==> config.mk <==
export PLATFORM = sky130hd
export DESIGN_NAME = game_match_ctrl
export DESIGN_NICKNAME = d
export VERILOG_FILES = /design/src/rtl/game_match_ctrl.sv
export SDC_FILE = /design/constraint.sdc
export NUM_CORES = 1
export LEC_CHECK = 0
export BUFFER_PORTS_ARGS = -buffer_cell sky130_fd_sc_hd__buf_2
export CORE_MARGIN = 4
export CORE_UTILIZATION = 35
export CTS_CLUSTER_DIAMETER = 80
export CTS_CLUSTER_SIZE = 20
export DETAILED_ROUTE_END_ITERATION = 10
export HOLD_SLACK_MARGIN = 0.08
export PLACE_DENSITY_LB_ADDON = 0.3
export SETUP_SLACK_MARGIN = 0.2
export SYNTH_ARGS = -nofsm -noshare
export SYNTH_HDL_FRONTEND = slang
export SYNTH_SLANG_ARGS = --single-unit
==> constraint.sdc <==
create_clock -name clk -period 3.3 [get_ports clk]
set_input_delay 0.165 -clock clk [delete_from_list [all_inputs] [get_ports clk]]
set_output_delay 0.165 -clock clk [all_outputs]
set_load 0.05 [all_outputs]
==> src/rtl/game_match_ctrl.sv <==
// rtl/game_match_ctrl.sv - best-of-ROUNDS match sequencer around the gamemachine guessing core
module game_match_ctrl #(
  parameter int ROUNDS      = 3,    // rounds per match, 1..15
  parameter int TIMEOUT_CYC = 1000, // idle cycles allowed per entry, >= 2
  parameter int CALC_LAT    = 2,    // core score latency after the last enter2, >= 1
  parameter int TOTAL_W     = 6     // match total width, >= 4
) (
  input  logic               clk,
  input  logic               rst,
  input  logic               start,
  input  logic               enter1_in,
  input  logic               enter2_in,
  output logic               core_rst_n,
  output logic               enter1_out,
  output logic               enter2_out,
  input  logic [3:0]         core_score1,
  input  logic [3:0]         core_score2,
  output logic [TOTAL_W-1:0] total1,
  output logic [TOTAL_W-1:0] total2,
  output logic [3:0]         round_idx,
  output logic [1:0]         phase,
  output logic               busy,
  output logic               match_done,
  output logic [1:0]         winner,
  output logic               forfeit
);

  typedef enum logic [2:0] {
    S_IDLE, S_RESTART, S_SETTLE, S_P1_ENT, S_P2_ENT, S_CALC_WAIT, S_ACCUM, S_DONE
  } state_e;

  localparam int TMO_W = $clog2(TIMEOUT_CYC);
  localparam int LAT_W = (CALC_LAT > 1) ? $clog2(CALC_LAT) : 1;
  localparam logic [TMO_W-1:0] TMO_LAST = TMO_W'(TIMEOUT_CYC - 1);
  localparam logic [LAT_W-1:0] LAT_LAST = LAT_W'(CALC_LAT - 1);
  localparam logic [3:0]       ROUNDS_4 = 4'(ROUNDS);
  localparam logic [3:0]       FORFEIT_PTS = 4'd8;

  state_e             state_q, state_d;
  logic [1:0]         ent_q, ent_d;
  logic [TMO_W-1:0]   tmo_q, tmo_d;
  logic [LAT_W-1:0]   lat_q, lat_d;
  logic [TOTAL_W-1:0] total1_q, total1_d;
  logic [TOTAL_W-1:0] total2_q, total2_d;
  logic [3:0]         round_q, round_d;
  logic               e1_q, e2_q;
  logic               e1_rise, e2_rise;
  logic               round_last;
  state_e             round_end_state;

  // Adds a 4-bit score to a running total, clamping at all-ones.
  function automatic logic [TOTAL_W-1:0] sat_add(input logic [TOTAL_W-1:0] a,
                                                 input logic [3:0] b);
    logic [TOTAL_W:0] sum;
    sum = {1'b0, a} + (TOTAL_W+1)'(b);
    sat_add = sum[TOTAL_W] ? {TOTAL_W{1'b1}} : sum[TOTAL_W-1:0];
  endfunction

  // Button edges pass straight through so the core samples dataIn in the same cycle.
  assign e1_rise    = enter1_in & ~e1_q;
  assign e2_rise    = enter2_in & ~e2_q;
  assign enter1_out = e1_rise & (state_q == S_P1_ENT);
  assign enter2_out = e2_rise & (state_q == S_P2_ENT);
  assign core_rst_n = rst & (state_q != S_RESTART);

  assign round_last      = (round_q + 4'd1) == ROUNDS_4;
  assign round_end_state = round_last ? S_DONE : S_RESTART;

  assign total1    = total1_q;
  assign total2    = total2_q;
  assign round_idx = round_q;

  // Next-state, counters, score accumulation and timeout forfeit.
  always_comb begin
    state_d  = state_q;
    ent_d    = ent_q;
    tmo_d    = tmo_q;
    lat_d    = lat_q;
    total1_d = total1_q;
    total2_d = total2_q;
    round_d  = round_q;
    forfeit  = 1'b0;
    unique case (state_q)
      S_IDLE, S_DONE: begin
        if (start) begin
          state_d  = S_RESTART;
          total1_d = '0;
          total2_d = '0;
          round_d  = '0;
        end
      end
      S_RESTART: state_d = S_SETTLE;
      S_SETTLE: begin
        state_d = S_P1_ENT;
        ent_d   = '0;
        tmo_d   = '0;
      end
      S_P1_ENT: begin
        if (enter1_out) begin
          tmo_d = '0;
          if (ent_q == 2'd3) begin
            state_d = S_P2_ENT;
            ent_d   = '0;
          end else begin
            ent_d = ent_q + 2'd1;
          end
        end else if (tmo_q == TMO_LAST) begin
          // Player 1 stalled: player 2 collects the forfeit points.
          forfeit  = 1'b1;
          total2_d = sat_add(total2_q, FORFEIT_PTS);
          round_d  = round_q + 4'd1;
          state_d  = round_end_state;
        end else begin
          tmo_d = tmo_q + TMO_W'(1);
        end
      end
      S_P2_ENT: begin
        if (enter2_out) begin
          tmo_d = '0;
          if (ent_q == 2'd3) begin
            state_d = S_CALC_WAIT;
            ent_d   = '0;
            lat_d   = '0;
          end else begin
            ent_d = ent_q + 2'd1;
          end
        end else if (tmo_q == TMO_LAST) begin
          // Player 2 stalled: player 1 collects the forfeit points.
          forfeit  = 1'b1;
          total1_d = sat_add(total1_q, FORFEIT_PTS);
          round_d  = round_q + 4'd1;
          state_d  = round_end_state;
        end else begin
          tmo_d = tmo_q + TMO_W'(1);
        end
      end
      S_CALC_WAIT: begin
        if (lat_q == LAT_LAST) state_d = S_ACCUM;
        else                   lat_d   = lat_q + LAT_W'(1);
      end
      S_ACCUM: begin
        total1_d = sat_add(total1_q, core_score1);
        total2_d = sat_add(total2_q, core_score2);
        round_d  = round_q + 4'd1;
        state_d  = round_end_state;
      end
      default: state_d = S_IDLE;
    endcase
  end

  // Status outputs decoded from the current state and totals.
  always_comb begin
    busy       = 1'b1;
    match_done = 1'b0;
    phase      = 2'd0;
    winner     = 2'b00;
    case (state_q)
      S_IDLE:      busy = 1'b0;
      S_P1_ENT:    phase = 2'd1;
      S_P2_ENT:    phase = 2'd2;
      S_CALC_WAIT: phase = 2'd3;
      S_ACCUM:     phase = 2'd3;
      S_DONE: begin
        busy       = 1'b0;
        match_done = 1'b1;
        if (total1_q > total2_q)      winner = 2'b01;
        else if (total2_q > total1_q) winner = 2'b10;
        else                          winner = 2'b11;
      end
      default: ;
    endcase
  end

  // State and datapath registers; button levels are captured every cycle.
  always_ff @(posedge clk or negedge rst) begin
    if (!rst) begin
      state_q  <= S_IDLE;
      ent_q    <= '0;
      tmo_q    <= '0;
      lat_q    <= '0;
      total1_q <= '0;
      total2_q <= '0;
      round_q  <= '0;
      e1_q     <= 1'b0;
      e2_q     <= 1'b0;
    end else begin
      state_q  <= state_d;
      ent_q    <= ent_d;
      tmo_q    <= tmo_d;
      lat_q    <= lat_d;
      total1_q <= total1_d;
      total2_q <= total2_d;
      round_q  <= round_d;
      e1_q     <= enter1_in;
      e2_q     <= enter2_in;
    end
  end

endmodule
==> flow_summary.ini <==
[timing]
rsz0062_at_grt = no
skew_ns = 0.00845
period_share_pct = 80.1
max-slew-margin-rel_pct = 51.9
setup_violations = 0
period_minus_slack_ns = 2.64
fmax_ghz = 0.378
finalMaxSlewViolations = 0
hold_viol = 0
worst_pin_slew_ns = 0.721
finalSetupTns_ns = 0

[clock_tree]
clock_latency_ns = 0.30
cts.sinks = 34
cts_tree = done
htree_levels = 2
clockBufferDepth = 2
clockRootBuffer = clkbuf_8
numCtsBuffers = 5
clkTransAtPathRegs_ns = 0.07

[synthesis]
synth_nets = 366
synth_area_mm2 = 0.00282
synth.avg_cell_area_um2 = 8.51
yosys_warnings = 0
ys.flop_type = dfrtp_1
seq_area_frac_synth_pct = 30.2
synth_seq_cells = 34
synth.most_common_cell = o21ai_0
async_flop_share_pct = 100
synth.area.top_cells = dfrtp_1 30%, ha_1 8.9%, o21ai_0 6.9%
synth_edf_count = 0
synth_cell_types = 68
synth_cells = 331
synth_top_cell_area_share_pct = 30.2
synth_top_cell_by_area = dfrtp_1
synthTopCellsByCount = 39 x o21ai_0, 34 x dfrtp_1, 32 x nand2_1

[global_route]
grt_max_degree = 35
grt_pass1_vias = 2412
track_usage_pct = 15.2
overflow = 0
grt_pass1_wl_um = 12000
antenna_found_initial = 0

[cells_and_area]
antenna_cells = 0
finalInstanceArea_mm2 = 0.00320
area_delta_synth_final_pct = 13.8
drive_above_1_share_pct = 16.9
nets = 401

[outcome]
status = complete, no violations

[worst_hold_path]
hold_end = total2[0]
hp-start = core_score2[0]
hp-class = input port to flip-flop
min_path_cells = 4

[die]
die_y_um = 97.7
die_area_mm2 = 0.00954
dieWidth_um = 97.7
core_mm2 = 0.00777
row_count = 32
start_util_pct = 36.2
pin_count = 39

[worst_setup_path]
start_kind = flip-flop
end_kind = output pin
regToRegSetupSlack_ns = 1.05
crit_type = flip-flop to output pin
worstReg2RegStart = state_q[1]
cp_max_fo = 23
reg2regPathDepth = 5
startpoint = state_q[1]
r2r_end = state_q[1]
critPathArrivalTime_ns = 2.48
cp.required_ns = 3.13

[power_and_ir_drop]
p_leak_nw = 1.38
power.density_mw_per_mm2 = 818
vdd_drop_max_mv = 0.336

[flow_run]
drv_cap = 0

[route]
wl_um = 7070
dr.pass1.iters = 4
ant_nets = 0
drt_iter0_drc = 106
remaining_drc_errors = 0
vias = 2589
avgViaCountPerCell = 5.52
wire_per_inst_um = 15.1

[place]
dp_hpwl_um = 5320
placed_cell_area_mm2 = 0.00307
routabilityCongestion = 0.881
port-buffer-count = 38
layout by cell type (no fill, tap or decap), drive strengths merged, types with 6 or more instances in the layout:
master and instances:
buf 39, ha 20, a21oi 15, nand2b 6, o21ai 40, nand3 11
clkbuf 7, nand2 32, nor2b 6, nor2 25, dfrtp 34, nor3 10
inv 22
final cells by class:
cell class | instances | area (um^2)
Clock buffer | 7 | 76.3
Timing Repair Buffer | 42 | 228
Sequential cell | 34 | 851
Multi-Input combinational cell | 261 | 1810
Clock inverter | 1 | 30.0
Inverter | 22 | 82.6
Tap cell | 102 | 128
Fill cell | 799 | 4560
cells by family (layout without fill, tap and decap cells):
group | Yosys count | count (layout) | share of synthesized area, %
buffers and inverters | 36 | 72 | 5.69
AOI/OAI and AO/OA | 115 | 115 | 28.4
xor gates and xnor gates | 3 | 3 | 0.934
adders and majority gates | 22 | 22 | 10.3
DFF | 34 | 34 | 30.2
muxes | 5 | 5 | 1.87
and+or+nand+nor | 116 | 116 | 22.5
per-stage QoR:
stage                     utilization, %  hold slack (ns)  power (mW)  cells  setup slack [ns]
after floorplan                        -           -0.131        1.92    331             0.386
after global placement              39.5            0.297        2.21    458              1.03
after detailed placement            39.5            0.305        2.24    458             0.964
after CTS                           41.3            0.316        2.64    469             0.636
after global routing                41.3            0.345        2.85    469             0.359
final                               41.3            0.317        2.62    469             0.657
what timing repair did:
item / CTS / global route
hold buffers: 3 / 0
endpoints found under the hold margin: 36 / 0
buffers inserted: 0 / 0
resized for setup: 0 / 0
how the worst max path moves through the flow:
stage / endpoint / slack [ns] / cells after the start
2_1_floorplan: winner[0] / 0.39 / 7
3_5_place_dp: forfeit / 0.96 / 5
4_1_cts: forfeit / 0.64 / 5
3_3_place_gp: forfeit / 1.03 / 5
5_1_grt: forfeit / 0.36 / 5
6_report: forfeit / 0.66 / 5
report_power, final:
part | total (mW) | leakage, nW | switching (mW) | internal, mW
Sequential | 0.741 | 0.450 | 0.220 | 0.521
Clock | 0.389 | 0.0524 | 0.163 | 0.226
Combinational | 1.49 | 0.883 | 0.978 | 0.512
Total | 2.62 | 1.38 | 1.36 | 1.26
registers in the layout, indices dropped and copies added, names as in the netlist:
signal,count
ent_q,2
round_idx,4
e2_q,1
lat_q,1
e1_q,1
tmo_q,10
total2,6
state_q,3
total1,6
routing by layer:
metal	up-vias	share of wire, %	track usage, %
met5	-	0	0
met3	11	5.6	4.38
met4	0	1.2	3.83
met1	1233	48	20.8
met2	49	46	23.7
li1	1296	-	-
critical path: stages, from the launching register on:
cell      delay [ns]
dfrtp_1         0.81
nand3b_1        0.45
o22ai_4         0.43
nand2_1         0.15
inv_1           0.08
buf_2           0.25
(Power assumes the default switching activity.)
